**src/rtl/console_pkg.sv**
```systemverilog
// console_pkg: shared definitions for the console UART.
// Holds the register window offsets, STATUS bit positions and the TX FSM
// state encoding used by console_uart.
package console_pkg;

  // Register offsets inside the 8-byte window.
  localparam logic [2:0] OFF_TXDATA = 3'd0;
  localparam logic [2:0] OFF_STATUS = 3'd4;

  // STATUS register bit positions.
  localparam int ST_BUSY      = 0;
  localparam int ST_FULL      = 1;
  localparam int ST_EMPTY     = 2;
  localparam int ST_COUNT_LSB = 4;
  localparam int ST_COUNT_W   = 9;
  localparam int ST_OVF       = 31;

  // Transmitter states.
  typedef enum logic [1:0] {
    TX_IDLE  = 2'd0,
    TX_START = 2'd1,
    TX_DATA  = 2'd2,
    TX_STOP  = 2'd3
  } tx_state_t;

endpackage

```
**src/rtl/console_fifo.sv**
```systemverilog
// console_fifo: byte FIFO feeding the UART transmitter.
// Ports:
//   clk, reset (async active-low, clears pointers and count only)
//   push/wdata  - write request; accepted when not full, or when full and a
//                 pop is accepted in the same cycle
//   pop/rdata   - rdata shows the head entry; pop is ignored when empty
//   full, empty, count - occupancy, all derived from the registered count
// Storage is written synchronously and is never reset.
module console_fifo #(
  parameter int DEPTH  = 16,
  parameter int DATA_W = 8,
  localparam int PTR_W = (DEPTH > 1) ? $clog2(DEPTH) : 1,
  localparam int CNT_W = PTR_W + 1
) (
  input  logic              clk,
  input  logic              reset,
  input  logic              push,
  input  logic              pop,
  input  logic [DATA_W-1:0] wdata,
  output logic [DATA_W-1:0] rdata,
  output logic              full,
  output logic              empty,
  output logic [CNT_W-1:0]  count
);

  logic [DATA_W-1:0] mem [DEPTH];
  logic [PTR_W-1:0]  wr_ptr;
  logic [PTR_W-1:0]  rd_ptr;
  logic              do_push;
  logic              do_pop;

  // empty comes from the registered count, so a byte written this cycle
  // cannot be popped until the following edge.
  assign full    = (count == CNT_W'(DEPTH));
  assign empty   = (count == '0);
  assign do_pop  = pop && !empty;
  assign do_push = push && (!full || do_pop);
  assign rdata   = mem[rd_ptr];

  always_ff @(posedge clk) begin
    if (do_push) begin
      mem[wr_ptr] <= wdata;
    end
  end

  // DEPTH is a power of two, so pointers wrap by natural overflow.
  always_ff @(posedge clk or negedge reset) begin
    if (!reset) begin
      wr_ptr <= '0;
      rd_ptr <= '0;
      count  <= '0;
    end else begin
      if (do_push) begin
        wr_ptr <= wr_ptr + PTR_W'(1);
      end
      if (do_pop) begin
        rd_ptr <= rd_ptr + PTR_W'(1);
      end
      case ({do_push, do_pop})
        2'b10:   count <= count + CNT_W'(1);
        2'b01:   count <= count - CNT_W'(1);
        default: count <= count;
      endcase
    end
  end

endmodule

```
**src/rtl/console_uart.sv**
```systemverilog
// console_uart: memory-mapped transmit-only console UART (8N1).
// Ports:
//   clk, reset  - clock and async active-low reset
//   data_addr, data_wdata, data_we - core data-port access (we=0 is a read)
//   data_rdata  - combinational read data for the addressed register
//   hit         - address falls in the 8-byte register window
//   tx          - registered serial output, idle high
// Register map: +0 TXDATA (write pushes a byte), +4 STATUS
//   {ovf[31], count[12:4], empty[2], full[1], busy[0]}; writing bit31 with
//   byte lane 3 enabled clears the sticky overflow flag.
module console_uart
  import console_pkg::*;
#(
  parameter int          CLKS_PER_BIT = 87,
  parameter int          FIFO_DEPTH   = 16,
  parameter logic [31:0] BASE_ADDR    = 32'h1000_0000
) (
  input  logic        clk,
  input  logic        reset,
  input  logic [31:0] data_addr,
  input  logic [31:0] data_wdata,
  input  logic [3:0]  data_we,
  output logic [31:0] data_rdata,
  output logic        hit,
  output logic        tx
);

  localparam int BAUD_W = (CLKS_PER_BIT > 1) ? $clog2(CLKS_PER_BIT) : 1;
  localparam int CNT_W  = $clog2(FIFO_DEPTH) + 1;

  tx_state_t         state;
  logic [BAUD_W-1:0] baud;
  logic [2:0]        bit_idx;
  logic [7:0]        shreg;
  logic              ovf;

  logic              sel_status;
  logic              push;
  logic              pop;
  logic              drop;
  logic              clr_ovf;
  logic              full;
  logic              empty;
  logic              bit_end;
  logic [7:0]        head;
  logic [CNT_W-1:0]  count;
  logic [31:0]       status;
  logic              unused_bits;

  assign unused_bits = ^{data_wdata[30:8], data_we[2:1], data_addr[1:0]};

  // Address decode and register access.
  assign hit        = (data_addr[31:3] == BASE_ADDR[31:3]);
  assign sel_status = (data_addr[2] == OFF_STATUS[2]);
  assign push       = hit && (data_addr[2] == OFF_TXDATA[2]) && data_we[0];
  assign clr_ovf    = hit && sel_status && data_we[3] && data_wdata[31];
  assign pop        = (state == TX_IDLE) && !empty;
  // A push into a full FIFO is only lost if the transmitter is not popping.
  assign drop       = push && full && !pop;
  assign bit_end    = (baud == BAUD_W'(CLKS_PER_BIT - 1));

  always_comb begin
    status                                = '0;
    status[ST_BUSY]                       = (state != TX_IDLE);
    status[ST_FULL]                       = full;
    status[ST_EMPTY]                      = empty;
    status[ST_COUNT_LSB +: ST_COUNT_W]    = ST_COUNT_W'(count);
    status[ST_OVF]                        = ovf;
  end

  assign data_rdata = (hit && sel_status) ? status : 32'h0;

  console_fifo #(
    .DEPTH  (FIFO_DEPTH),
    .DATA_W (8)
  ) u_fifo (
    .clk   (clk),
    .reset (reset),
    .push  (push),
    .pop   (pop),
    .wdata (data_wdata[7:0]),
    .rdata (head),
    .full  (full),
    .empty (empty),
    .count (count)
  );

  // Sticky overflow; a new drop wins over a clear in the same cycle.
  always_ff @(posedge clk or negedge reset) begin
    if (!reset) begin
      ovf <= 1'b0;
    end else if (drop) begin
      ovf <= 1'b1;
    end else if (clr_ovf) begin
      ovf <= 1'b0;
    end
  end

  // Shift register: loaded on pop, shifted at the end of each data bit.
  always_ff @(posedge clk) begin
    if (pop) begin
      shreg <= head;
    end else if ((state == TX_DATA) && bit_end) begin
      shreg <= {1'b0, shreg[7:1]};
    end
  end

  // Transmit FSM. tx is registered and set one state ahead, so each bit
  // appears on the edge that enters its slot.
  always_ff @(posedge clk or negedge reset) begin
    if (!reset) begin
      state   <= TX_IDLE;
      tx      <= 1'b1;
      baud    <= '0;
      bit_idx <= '0;
    end else begin
      case (state)
        TX_IDLE: begin
          baud    <= '0;
          bit_idx <= '0;
          if (!empty) begin
            state <= TX_START;
            tx    <= 1'b0;
          end else begin
            tx <= 1'b1;
          end
        end
        TX_START: begin
          if (bit_end) begin
            baud    <= '0;
            bit_idx <= '0;
            state   <= TX_DATA;
            tx      <= shreg[0];
          end else begin
            baud <= baud + BAUD_W'(1);
          end
        end
        TX_DATA: begin
          if (bit_end) begin
            baud <= '0;
            if (bit_idx == 3'd7) begin
              state <= TX_STOP;
              tx    <= 1'b1;
            end else begin
              bit_idx <= bit_idx + 3'd1;
              // shreg shifts on this same edge, so bit 1 is the next bit.
              tx      <= shreg[1];
            end
          end else begin
            baud <= baud + BAUD_W'(1);
          end
        end
        TX_STOP: begin
          if (bit_end) begin
            baud  <= '0;
            state <= TX_IDLE;
          end else begin
            baud <= baud + BAUD_W'(1);
          end
        end
        default: begin
          state <= TX_IDLE;
          tx    <= 1'b1;
        end
      endcase
    end
  end

endmodule

```
**config.mk**
```make
export PLATFORM = sky130hd
export DESIGN_NAME = console_uart
export DESIGN_NICKNAME = d
export VERILOG_FILES = /design/src/rtl/console_pkg.sv /design/src/rtl/console_fifo.sv /design/src/rtl/console_uart.sv
export SDC_FILE = /design/constraint.sdc
export NUM_CORES = 1
export LEC_CHECK = 0
export BUFFER_PORTS_ARGS = -buffer_cell sky130_fd_sc_hd__buf_2
export CORE_AREA = 2 2 189 117
export DETAILED_ROUTE_END_ITERATION = 16
export DIE_AREA = 0 0 191 119
export SETUP_SLACK_MARGIN = 0.15
export SLEW_MARGIN = 20
export SYNTH_ARGS = -nofsm -noshare
export SYNTH_HDL_FRONTEND = slang
export SYNTH_SLANG_ARGS = --single-unit
```
**constraint.sdc**
```tcl
create_clock -name clk -period 6.4 [get_ports clk]
set_input_delay 0.96 -clock clk [delete_from_list [all_inputs] [get_ports clk]]
set_output_delay 0.96 -clock clk [all_outputs]
set_load 0.05 [all_outputs]
```
==> results of run 1 <==
-- cell type report --
class,instances,share of cell area
Sequential cell,163,0.5751
Multi-Input combinational cell,251,0.2687
Inverter,12,0.005440
Clock inverter,14,0.02010
Tap cell,286,0.04322
Clock buffer,18,0.05183
Timing Repair Buffer,57,0.03566
-- cells in the mapped netlist (2+ instances only) --
cell | n | share of area
a21oi_1 | 5 | 0.0035
and2_1 | 5 | 0.0043
and3_1 | 20 | 0.017
buf_1 | 2 | 0.0010
buf_2 | 8 | 0.0056
buf_4 | 23 | 0.024
buf_6 | 2 | 0.0031
clkbuf_1 | 6 | 0.0031
dfrtp_1 | 26 | 0.090
edfxtp_1 | 136 | 0.57
ha_1 | 18 | 0.031
inv_1 | 11 | 0.0057
mux2_2 | 2 | 0.0031
mux2i_1 | 15 | 0.021
mux4_2 | 32 | 0.10
nand2_1 | 22 | 0.011
nand2b_1 | 4 | 0.0035
nand3_1 | 7 | 0.0049
nand4_1 | 3 | 0.0026
nor2_1 | 19 | 0.0099
nor2b_1 | 5 | 0.0043
nor3_1 | 2 | 0.0014
nor3b_1 | 2 | 0.0021
nor4_1 | 10 | 0.0087
o21ai_0 | 11 | 0.0076
o221ai_1 | 7 | 0.0085
o311ai_0 | 2 | 0.0024
o31ai_1 | 2 | 0.0021
xnor2_1 | 8 | 0.0097
xor2_1 | 7 | 0.0085
-- sequential cells by signal (all words and copies together), names as in the netlist --
name / count
u_fifo.mem: 128
shreg: 8
baud: 7
u_fifo.count: 5
u_fifo.rd_ptr: 4
u_fifo.wr_ptr: 4
bit_idx: 3
state: 2
ovf: 1
tx: 1
-- layer usage --
layer  vias up  GRT usage
met1      2035     0.1986
met2       141     0.2054
met5         -          0
met4         0    0.03779
met3        18    0.03655
li1       1800          -
-- power groups by stage --
stage | clock network, mW | registers, mW | logic (mW)
2_1_floorplan | 0 | 1.17 | 0.0427
3_3_place_gp | 0 | 1.17 | 0.0567
3_5_place_dp | 0 | 1.17 | 0.0590
4_1_cts | 1.04 | 1.15 | 0.0590
5_1_grt | 1.09 | 1.15 | 0.0642
6_report | 1.02 | 1.15 | 0.0590
-- how the worst min path moves through the flow --
stage	start	slack (ns)	endpoint
2_1_floorplan	baud[0]	0.45	baud[0]
3_3_place_gp	baud[0]	0.46	baud[0]
3_5_place_dp	baud[0]	0.48	baud[0]
4_1_cts	baud[0]	0.49	baud[0]
5_1_grt	baud[0]	0.52	baud[0]
6_report	baud[0]	0.48	baud[0]
-- stage by stage --
stage	instances	power, mW	hold slack (ns)	area, sq um	worst slack, ns
5_1_grt	801	2.304	0.5211	8280	2.220
3_3_place_gp	769	1.228	0.4580	7685	2.331
2_1_floorplan	467	1.214	0.4462	7296	2.359
6_report	801	2.228	0.4828	8280	2.544
4_1_cts	801	2.245	0.4913	8280	2.639
3_5_place_dp	769	1.230	0.4814	7685	2.209
-- kinds of logic (layout without fill, tap and decap cells) --
kind of cell	after synthesis	count (layout)	synth area share
AND/OR/NAND/NOR	107	107	0.08101
multiplexers	50	50	0.1259
buffers and inverters	53	101	0.04302
other	1	23	0.0005199
flip-flops	163	163	0.6600
adder cells (fa/ha/maj)	18	18	0.03122
XOR/XNOR	15	15	0.01821
AO/OA/AOI/OAI	38	38	0.04007
==> results.yml, run 1 <==
worst_setup_path:
  cp-startpoint: "data_addr[19]"
  crit_chain: "buf_2 > nor4_1 > nand4_1 > nor3_2 > inv_1 > ha_1 > xor2_1 > ha_1 > o211a_1 > o31ai_1 > a31oi_1 > xnor2_1"
  crit_required_ns: 6.70
  critPathLaunchType: "primary input"
  path_depth: 12
  worst_ep_arrival_time_ns: 4.15
  slowest_delay_ns: 0.76
  cpMostUsedCell: "ha_1"
  crit_fanout: 15
  critical-path-slowest-cell: "nor3_2"
  reg2reg_from: "u_fifo.count[1]"
  path_buf_inv: 2
  r2r_setup_slack_ns: 2.96
  reg2reg_depth: 10
  crit_path_end: "u_fifo.count[4]"
  worstReg2RegEnd: "u_fifo.count[4]"
  path_class: "in2reg"
  crit_family: "simple AND/OR/NAND/NOR gates"
  crit_path_end_kind: "flop"
route:
  routedWlPerCell_um: 18.60
  wl_met2_um: 6859
  firstDrtPassIters: 5
  via_per_inst: 4.986
  totalWireLength_um: 14900
  antenna_left: 0
  wl_met3_um: 968
  routed.top_layer: "met4"
  drt-initial-drc-count: 430
  drc_errors: 0
  drt-met1-wl_um: 6949
  vias: 3994
synthesis:
  synth-edff-count: 136
  avgSynthCellArea_sq_um: 16.21
  syn_area_sq_um: 7213
  synth_async_sr_flop_share: 0.1656
  ys.flop_type: "edfxtp_1"
  yosys_warnings: 0
  yosysSeqAreaShare: 0.6600
  synth.distinct_cells: 53
  synth_seq_cells: 163
  syn_inst: 445
clock_tree:
  cts_resized: 0
  clk_latency_ns: 0.42
  postCtsSetupBuffers: 0
  root_buffer: "clkbuf_16"
  cts_tree: "yes"
  cts_buffer_depth: 2
  cts-buffers-inserted: 17
  clk_pin_slew_ns: 0.07
  hold_buffers: 0
  htree_levels: 4
  numClockSinks: 163
placement:
  gp_congestion: 0.7465
  hpwl_um: 9632
  numPortBuffers: 53
timing:
  period_minus_slack_ns: 3.856
  clock_skew_ns: 0.01664
  setup_viol: 0
  tightest_slew_ns: 0.7352
  slew_headroom: 0.5072
  fmax_mhz: 259.4
  fin_crit_sh: 0.6024
  tns_ns: 0
  rsz0062_at_grt: "false"
  slew_violations: 0
  hold_viol: 0
power_and_ir_drop:
  ir_drop_v: 0.0001861
  seq_power_share: 0.515
  power_frac_comb: 0.026
  internal_power_mw: 1.747
  leakagePower_nw: 2.952
  power.switching_mw: 0.4813
  clkPwrFrac: 0.458
  power.density_nw_per_um2: 269.1
  swShare: 0.2160
die:
  start_util: 0.3389
  coreArea_sq_um: 21280
  pin_count: 104
  fp-row-count: 42
  die_h_um: 119
  die_area_sq_um: 22730
  die_w_um: 191
grt:
  antenna_found_initial: 0
  overflow: 0
  grt_pass1_vias: 3966
  grt_max_degree: 35
  grt_pass1_wl_um: 22970
  grt_usage: 0.1378
layout:
  seqCellArea_sq_um: 4762
  num-fill-cells: 1957
  final_util: 0.3891
  layout_common_cells: "edfxtp_1 (136), buf_2 (53), mux4_2 (32), dfrtp_1 (25), conb_1 (23)"
  nNetsFinal: 590
  layout-drive-gt1-share: 0.2583
  final_common_cell: "edfxtp_1"
  diodes: 0
  area_growth_pct: 14.80
  multi_input_area_sq_um: 2225
job:
  cap_viol_max_count: 0
hold_path:
  hold_class: "reg2reg"
  hold_path_depth: 1
status:
  status: "finished clean"
Power figures use the tool's default switching activity.
==> run 2: changes to the inputs <==
==> constraint.sdc (replaced) <==
create_clock -name clk -period 3.59 [get_ports clk]
set_input_delay 0.5385 -clock clk [delete_from_list [all_inputs] [get_ports clk]]
set_output_delay 0.5385 -clock clk [all_outputs]
set_load 0.05 [all_outputs]
==> results.yml, run 2 (synthesis results as in run 1) <==
status:
  status: "finished clean"
power_and_ir_drop:
  leakagePower_nw: 2.966
  power_mw: 3.939
  power.density_nw_per_um2: 473.2
  ir_drop_v: 0.0003336
layout:
  largest_reg_flops: 128
  final_util: 0.3911
  num-fill-cells: 1910
  stdcell_count: 806
  diodes: 0
  layout-drive-gt1-share: 0.2673
  postLayoutCellArea_sq_um: 8323
  nNetsFinal: 595
  regMostFlops: "u_fifo.mem"
  reg_top3: "u_fifo.mem x128, shreg x8, baud x7"
  final_common_cell: "edfxtp_1"
  layout_common_cells: "edfxtp_1 (136), buf_2 (53), mux4_2 (32), dfrtp_1 (25), conb_1 (23)"
  area_growth_pct: 15.39
route:
  firstDrtPassIters: 4
  drt-initial-drc-count: 396
  routedWlPerCell_um: 18.60
  antenna_left: 0
  vias: 3945
  via_per_inst: 4.895
  drc_errors: 0
  totalWireLength_um: 14990
clock_tree:
  cts_resized: 0
  numClockSinks: 163
  clk_pin_slew_ns: 0.08
  cts_tree: "yes"
  clk_latency_ns: 0.43
  cts-buffers-inserted: 17
  hold_buffers: 0
  cts_buffer_depth: 2
  root_buffer: "clkbuf_16"
  htree_levels: 4
  postCtsSetupBuffers: 0
grt:
  antenna_found_initial: 0
  grt_pass1_wl_um: 23410
  overflow: 0
  grt_pass1_vias: 4065
  grt_usage: 0.1399
  grt_max_degree: 33
timing:
  tightest_slew_ns: 0.6716
  rsz0062_at_grt: "false"
  tns_ns: 0
  worst_slack_ns: 0.5448
  fmax_mhz: 328.4
  slew_headroom: 0.5523
  hold_viol: 0
  setup_viol: 0
  fin_crit_sh: 0.8483
  period_minus_slack_ns: 3.045
  slew_violations: 0
  hold_slack_ns: 0.1268
  clock_skew_ns: 0.02060
die:
  fp-row-count: 42
  pin_count: 104
  coreArea_sq_um: 21280
  die_h_um: 119
  start_util: 0.3389
  die_area_sq_um: 22730
  die_w_um: 191
worst_setup_path:
  reg2reg_depth: 11
  crit_fanout: 9
  path_buf_inv: 1
  critical-path-slowest-cell: "or4_4"
  cp-startpoint: "u_fifo.count[0]"
  crit_family: "compound AO/OA/AOI/OAI gates"
  worstReg2RegEnd: "u_fifo.count[4]"
  crit_path_end_kind: "flop"
  r2r_setup_slack_ns: 0.54
  crit_path_end: "u_fifo.count[4]"
  critPathLaunchType: "flop"
  worst_ep_arrival_time_ns: 3.35
  path_depth: 11
  reg2reg_from: "u_fifo.count[0]"
  crit_required_ns: 3.89
  crit_chain: "or4_4 > o311ai_4 > nor3_2 > inv_1 > ha_1 > xor2_1 > ha_1 > o211a_1 > o31ai_1 > a31oi_1 > xnor2_1"
  cpMostUsedCell: "ha_1"
  path_class: "reg2reg"
  slowest_delay_ns: 0.60
placement:
  place_inst: 774
  numPortBuffers: 53
  dpl_cell_area_sq_um: 7735
  hpwl_um: 10070
  gp_congestion: 0.7826
  pre_cts_ws_ns: 0.5824
job:
  cap_viol_max_count: 0
hold_path:
  hold_class: "in2async"
run 2: cell count changes in the layout (fill, tap and decap cells not counted):
cell and delta:
buf_4 +4, inv_8 +4, clkinv_4 -3, clkinv_8 +3, inv_6 -3, bufinv_16 -2, clkinvlp_4 +2, buf_12 +1
clkbuf_1 -1
run 2: worst min-delay path by stage:
stage	startpoint	slack (ns)	cells past startpoint	endpoint
finish	reset	0.13	1	state[1]
CTS	reset	0.15	1	ovf
detailed placement	baud[0]	0.47	1	baud[0]
global route	reset	0.17	1	ovf
global placement	baud[0]	0.46	1	baud[0]
floorplan	reset	0.24	0	baud[0]
run 2: power by group:
part           switching, mW  internal, mW
Clock                  0.852         0.934
Combinational         0.0875        0.0186
Sequential     0.00000000853          2.05
Total                  0.939          3.00
run 2: final cells by class:
cell class                 count  area [sq um]  share of cell area
multi-input combinational    251          2225              0.2673
tap                          286         357.8             0.04299
clock buffer                  17         425.4             0.05111
sequential                   163          4762              0.5722
clock inverter                15         162.7             0.01954
inverter                      12         45.04            0.005412
timing repair buffer          62         345.3             0.04149
run 2: layer usage:
layer / vias to the layer above / part of all wire / track usage
li1: 1811 / - / -
met1: 2041 / 0.50 / 0.2073
met2: 86 / 0.45 / 0.2104
met3: 7 / 0.034 / 0.02653
met4: 0 / 0.0069 / 0.03779
met5: - / 0 / 0
